File: src/rtl/lvds_align_pkg.sv
// -----------------------------------------------------------------------------
// lvds_align_pkg
// Shared definitions for the LVDS word-alignment link. The receive aligner
// and the transmit training generator both import this package so that
// the training word and the slip budget are defined in one place.
//
// Contents:
//   SERDES_FACTOR          deserialization ratio of the LVDS link
//   DEFAULT_TRAIN_PATTERN  word sent by the transmitter during training
//   DEFAULT_MAX_SLIPS      slip budget, one full rotation of the word
//   align_state_t          state encoding of the receive aligner FSM
//   rotl8()                rotate a word left; models a misaligned boundary
// -----------------------------------------------------------------------------
package lvds_align_pkg;

    localparam int unsigned SERDES_FACTOR         = 8;
    localparam logic [7:0]  DEFAULT_TRAIN_PATTERN = 8'hF1;
    localparam int unsigned DEFAULT_MAX_SLIPS     = SERDES_FACTOR;

    typedef enum logic [2:0] {
        ST_IDLE    = 3'd0,
        ST_CHECK   = 3'd1,
        ST_SLIP    = 3'd2,
        ST_WAIT    = 3'd3,
        ST_ALIGNED = 3'd4,
        ST_FAIL    = 3'd5
    } align_state_t;

    // A word whose boundary is off by n bits looks like the original word
    // rotated by n; the tx generator and models use this to build such words.
    function automatic logic [7:0] rotl8(input logic [7:0] word, input logic [2:0] n);
        logic [15:0] doubled;
        doubled = {word, word} << n;
        return doubled[15:8];
    endfunction

endpackage

File: src/rtl/lvds_rx_align.sv
// -----------------------------------------------------------------------------
// lvds_rx_align
// Word-boundary aligner for an LVDS deserializer. While training is
// requested, incoming words are compared against the known training word.
// A mismatch issues a one-cycle bitslip pulse to the deserializer, waits
// for the new boundary to settle, and compares again. MATCH_COUNT
// consecutive matches declare alignment; running out of slips declares
// failure. Once aligned, the link stays up until PLL lock is lost.
//
// Parameters:
//   TRAIN_PATTERN  training word sent by the transmitter
//   MATCH_COUNT    consecutive matching words needed for alignment
//   SLIP_WAIT      settle cycles after a slip before comparing again
//   MAX_SLIPS      slip budget (serialization factor)
//
// Ports:
//   clk            rx core clock (rx_outclock domain)
//   rst_n          asynchronous active-low reset, deasserted synchronously
//                  by the parent
//   rx_locked      deserializer PLL lock
//   train_en       level; high requests or maintains training
//   rx_data        parallel word from the deserializer
//   rx_data_align  bitslip pulse to the deserializer
//   aligned        word boundary found
//   align_fail     slip budget exhausted without alignment
//   slip_cnt       slips issued since training start, saturating
//   data_out       registered rx_data, valid only while aligned
//   data_valid     qualifies data_out
// -----------------------------------------------------------------------------
module lvds_rx_align
    import lvds_align_pkg::*;
#(
    parameter logic [7:0]  TRAIN_PATTERN = DEFAULT_TRAIN_PATTERN,
    parameter int unsigned MATCH_COUNT   = 4,
    parameter int unsigned SLIP_WAIT     = 3,
    parameter int unsigned MAX_SLIPS     = DEFAULT_MAX_SLIPS
)(
    input  logic       clk,
    input  logic       rst_n,
    input  logic       rx_locked,
    input  logic       train_en,
    input  logic [7:0] rx_data,
    output logic       rx_data_align,
    output logic       aligned,
    output logic       align_fail,
    output logic [3:0] slip_cnt,
    output logic [7:0] data_out,
    output logic       data_valid
);

    localparam int unsigned MATCH_W   = (MATCH_COUNT < 2) ? 1 : $clog2(MATCH_COUNT + 1);
    localparam int unsigned WAIT_W    = (SLIP_WAIT < 2) ? 1 : $clog2(SLIP_WAIT + 1);
    localparam int unsigned WAIT_LAST = (SLIP_WAIT == 0) ? 0 : SLIP_WAIT - 1;
    localparam int unsigned MATCH_LST = (MATCH_COUNT == 0) ? 0 : MATCH_COUNT - 1;

    localparam logic [MATCH_W-1:0] MATCH_MAX  = MATCH_W'(MATCH_COUNT);
    localparam logic [MATCH_W-1:0] MATCH_LAST = MATCH_W'(MATCH_LST);
    localparam logic [WAIT_W-1:0]  WAIT_END   = WAIT_W'(WAIT_LAST);
    localparam logic [3:0]         SLIP_MAX   = 4'(MAX_SLIPS);

    align_state_t       r_state;
    logic [MATCH_W-1:0] r_match_cnt;
    logic [WAIT_W-1:0]  r_wait_cnt;
    logic [3:0]         r_slip_cnt;
    logic               r_rx_data_align;
    logic               r_aligned;
    logic               r_align_fail;
    logic               r_data_valid;
    logic [7:0]         r_data_out;

    align_state_t       w_next_state;
    logic [MATCH_W-1:0] w_next_match;
    logic [WAIT_W-1:0]  w_next_wait;
    logic [3:0]         w_next_slip;
    logic               w_word_match;

    assign w_word_match = (rx_data == TRAIN_PATTERN);

    // Next-state and counter logic. slip_cnt is bumped on the edge that
    // enters SLIP so the count is visible together with the bitslip pulse.
    // Loss of PLL lock is applied last so that it overrides every other
    // transition, and any return to IDLE clears the training counters.
    always_comb begin
        w_next_state = r_state;
        w_next_match = r_match_cnt;
        w_next_wait  = r_wait_cnt;
        w_next_slip  = r_slip_cnt;

        case (r_state)
            ST_IDLE: begin
                w_next_match = '0;
                w_next_wait  = '0;
                w_next_slip  = '0;
                if (rx_locked && train_en) begin
                    w_next_state = ST_CHECK;
                end
            end

            ST_CHECK: begin
                if (!train_en) begin
                    w_next_state = ST_IDLE;
                end else if (w_word_match) begin
                    if (r_match_cnt < MATCH_MAX) begin
                        w_next_match = r_match_cnt + 1'b1;
                    end
                    if (r_match_cnt >= MATCH_LAST) begin
                        w_next_state = ST_ALIGNED;
                    end
                end else begin
                    w_next_match = '0;
                    if (r_slip_cnt >= SLIP_MAX) begin
                        w_next_state = ST_FAIL;
                    end else begin
                        w_next_state = ST_SLIP;
                        w_next_slip  = r_slip_cnt + 1'b1;
                    end
                end
            end

            ST_SLIP: begin
                w_next_wait = '0;
                if (!train_en) begin
                    w_next_state = ST_IDLE;
                end else if (SLIP_WAIT == 0) begin
                    w_next_state = ST_CHECK;
                end else begin
                    w_next_state = ST_WAIT;
                end
            end

            ST_WAIT: begin
                // rx_data is ignored here; the deserializer output is
                // still settling after the slip.
                if (!train_en) begin
                    w_next_state = ST_IDLE;
                end else if (r_wait_cnt >= WAIT_END) begin
                    w_next_state = ST_CHECK;
                end else begin
                    w_next_wait = r_wait_cnt + 1'b1;
                end
            end

            ST_ALIGNED: begin
                // Link stays up regardless of train_en.
                w_next_state = ST_ALIGNED;
            end

            ST_FAIL: begin
                if (!train_en) begin
                    w_next_state = ST_IDLE;
                end
            end

            default: begin
                w_next_state = ST_IDLE;
            end
        endcase

        if (r_state != ST_IDLE && !rx_locked) begin
            w_next_state = ST_IDLE;
        end

        if (w_next_state == ST_IDLE) begin
            w_next_match = '0;
            w_next_wait  = '0;
            w_next_slip  = '0;
        end
    end

    // State, counters and registered outputs. Outputs are decoded from the
    // next state so each one changes on the same edge as the state itself;
    // the async reset drops a pending bitslip pulse without waiting for clk.
    always_ff @(posedge clk or negedge rst_n) begin
        if (!rst_n) begin
            r_state         <= ST_IDLE;
            r_match_cnt     <= '0;
            r_wait_cnt      <= '0;
            r_slip_cnt      <= '0;
            r_rx_data_align <= 1'b0;
            r_aligned       <= 1'b0;
            r_align_fail    <= 1'b0;
            r_data_valid    <= 1'b0;
            r_data_out      <= 8'h00;
        end else begin
            r_state         <= w_next_state;
            r_match_cnt     <= w_next_match;
            r_wait_cnt      <= w_next_wait;
            r_slip_cnt      <= w_next_slip;
            r_rx_data_align <= (w_next_state == ST_SLIP);
            r_aligned       <= (w_next_state == ST_ALIGNED);
            r_data_valid    <= (w_next_state == ST_ALIGNED);
            r_align_fail    <= (w_next_state == ST_FAIL);
            if (w_next_state == ST_ALIGNED) begin
                r_data_out <= rx_data;
            end
        end
    end

    assign rx_data_align = r_rx_data_align;
    assign aligned       = r_aligned;
    assign align_fail    = r_align_fail;
    assign slip_cnt      = r_slip_cnt;
    assign data_out      = r_data_out;
    assign data_valid    = r_data_valid;

endmodule

File: config.mk
export PLATFORM = sky130hd
export DESIGN_NAME = lvds_rx_align
export DESIGN_NICKNAME = d
export VERILOG_FILES = /design/src/rtl/lvds_align_pkg.sv /design/src/rtl/lvds_rx_align.sv
export SDC_FILE = /design/constraint.sdc
export NUM_CORES = 1
export LEC_CHECK = 0
export BUFFER_PORTS_ARGS = -buffer_cell sky130_fd_sc_hd__buf_2
export CORE_ASPECT_RATIO = 0.75
export CORE_MARGIN = 1
export CORE_UTILIZATION = 24
export DETAILED_ROUTE_END_ITERATION = 6
export SLEW_MARGIN = 40
export SYNTH_ARGS = -nofsm -noshare
export SYNTH_HDL_FRONTEND = slang
export SYNTH_SLANG_ARGS = --single-unit
File: constraint.sdc
create_clock -name clk -period 2.2 [get_ports clk]
set_input_delay 0.11 -clock clk [delete_from_list [all_inputs] [get_ports clk]]
set_output_delay 0.11 -clock clk [all_outputs]
set_load 0.02 [all_outputs]
==> results.yml <==
critical_path:
  startpoint_type: "register"
  worst_ep_required_time_ps: 2330
  arrival_ps: 2260
  criticalPathCategory: "register to register"
  max_stage_delay_ps: 400
  end_kind: "register"
  crit_slowest_cell: "or3_1"
  cp_common_cell: "ha_1"
  cp_max_fo: 9
  path_cells: "ha_1 > ha_1 > a211oi_4 > nor4_2 > or3_1 > o41ai_4 > buf_6 > a211oi_1"
route:
  first_pass_iters: 4
  wl_per_cell_um: 13.89
  drcViolationCount: 0
  vias: 1215
  via_per_inst: 4.783
  drt_iter0_markers: 78
  drt_wl_total_um: 3529
  ant_nets: 0
synthesis:
  synth_ff_type: "dfrtp_1"
  synth_edf_count: 0
  ys_seq_area_frac: 0.4220
  syn-instance-count: 135
  synthArstFlopShare: 1.000
  synth-seq-cells: 23
  syn-num-nets: 152
  ys_warn_count: 0
  synth_cell_type_count: 44
  post_synth.cell_area_avg_um2: 10.10
  syn_area_um2: 1364
power:
  ir_worst_vdd_mv: 0.1366
  leakagePower_nw: 0.8304
  p_total_w: 0.0008672
  power_density_nw_per_um2: 477.7
finish:
  synthToLayoutAreaGrowth_pct: 33.12
  fillers: 609
  regArea_um2: 575.6
  antenna_cells: 0
  multi_input_area_um2: 798.3
  final_util: 0.3356
  layout.nets: 197
  drive_above_1_share: 0.3799
die:
  num_io_pins: 28
  rows: 23
  die_x_um: 89.05
  die_y_um: 67.29
  die-area_um2: 5991
  core-area_um2: 5410
  start_util: 0.2521
timing:
  slew_headroom: 0.6093
  tightest_slew_ps: 582.5
  max_freq_mhz: 469.7
  rsz0062_at_grt: "true"
  hold_violations: 0
  setup_viol: 0
  fin_crit_sh: 0.9678
  slew_violations: 0
  hold_ws_ps: 103.2
  fin_skew_ps: 3.325
  min_period_ps: 2129
clock_tree:
  path_clk_slew_ps: 80
  cts_tree: "built"
  clock-sinks: 23
  htreeDepth: 1
  cts_made_buffers: 3
  clockBufferDepth: 2
  clock_latency_ps: 260
  postCtsSetupBuffers: 0
  cts_root_buf: "clkbuf_8"
global_routing:
  grt_start_max_net_pins: 24
  track_usage: 0.1324
  antenna_found_initial: 0
  overflow: 0
  grt_pass1_vias: 1194
  grt_first_pass_wirelength_um: 5885
place:
  dp_hpwl_um: 2552
  gp_congestion: 0.7554
  io_buffers: 27
min_path:
  hold_path_class: "primary input to register"
outcome:
  status: "completed"
flow_run:
  drv_cap: 0
==> worst paths after layout <==
check | from | endpoint | slack, ps | cells after the start
min in group asynchronous | rst_n | align_fail | 350 | 2
worst max register to register | r_match_cnt[0] | slip_cnt[3] | 70 | 8
worst max-delay path | r_match_cnt[0] | slip_cnt[3] | 70 | 8
worst min register to register | data_out[4] | data_out[4] | 510 | 1
worst min-delay path | rx_data[7] | data_out[7] | 100 | 2
max in group asynchronous | rst_n | slip_cnt[0] | 1500 | 2
==> kinds of logic after synthesis <==
logic type,Yosys count,synth area share
and+or+nand+nor,48,0.2000
AOI/OAI and AO/OA,36,0.1945
DFF,23,0.4220
buffers and inverters,14,0.04220
muxes,9,0.09542
adders and majority gates,5,0.04587
==> metrics by stage <==
stage          worst slack (ps)  instances  instance area [µm²]  TNS [ps]
3_3_place_gp             -32.64        248                 1705    -315.5
2_1_floorplan            -6.534        135                 1380    -6.534
6_report                  70.93        254                 1815         0
5_1_grt                  -49.56        254                 1815    -346.1
3_5_place_dp             -115.7        248                 1705     -1501
4_1_cts                   2.290        253                 1765         0
==> layout make-up <==
class / instances / share of cell area
clock buffers: 4 / 0.02481
inverters: 9 / 0.01861
multi-input cells: 99 / 0.4397
flip-flops and latches: 23 / 0.3170
well taps: 75 / 0.05169
repair buffers: 44 / 0.1482
==> critical path, delay by kind of cell (launching register included) <==
family,cells,cell delay (ps)
buffers and inverters,1,180
adder cells (fa/ha/maj),2,410
AND/OR/NAND/NOR,2,510
flip-flops,1,390
AO/OA/AOI/OAI,3,510
==> routing by layer <==
metal | global-route usage | part of all wire
met5 | 0 | 0
met4 | 0.03571 | 0.0071
met3 | 0.03667 | 0.044
met2 | 0.2115 | 0.47
met1 | 0.1768 | 0.48
==> timing repair <==
action                     CTS  global route
hold buffers                 1             0
resized for setup            1             6
pin swaps                    0             2
hold endpoints to repair    23             0
gates cloned                 0             1
setup endpoints to repair   17            17
==> cell usage after synthesis, types with 2 or more instances <==
cell,instances,area share
o21ai_0,3,0.011
a211oi_1,7,0.039
nor2_1,14,0.039
o2111ai_1,2,0.013
o22ai_1,2,0.0092
nand3_1,5,0.018
nor2b_1,3,0.014
dfrtp_1,23,0.42
inv_1,9,0.025
clkbuf_1,3,0.0083
ha_1,5,0.046
a31oi_1,4,0.018
mux2_4,8,0.088
nor3_1,2,0.0073
a21oi_1,7,0.026
nand2_1,10,0.028
==> registers in the layout (all words and copies together), names as in the netlist <==
signal / count
align_fail: 1
data_out: 8
data_valid: 1
r_match_cnt: 3
r_state: 3
r_wait_cnt: 2
rx_data_align: 1
slip_cnt: 4
==> cells in the final DEF, fill, tap and decap left out, types with 2 or more instances in the layout <==
cell and instances:
nor3_1 2, buf_4 15, clkbuf_8 3, ha_1 5, nor2b_1 3, nand2_1 10
nor2_1 14, a31oi_4 2, a31oi_1 4, a211oi_1 5, o21ai_0 3, mux2_4 8
o22ai_1 2, o2111ai_1 2, buf_2 27, a21oi_1 7, nand3_1 5, inv_1 9
dfrtp_1 23
==> power breakdown <==
group / internal, W / switching, W
Combinational: 0.0000675 / 0.0000981
Clock: 0.000129 / 0.000133
Sequential: 0.000429 / 0.00000986
Power figures use the tool's default switching activity.
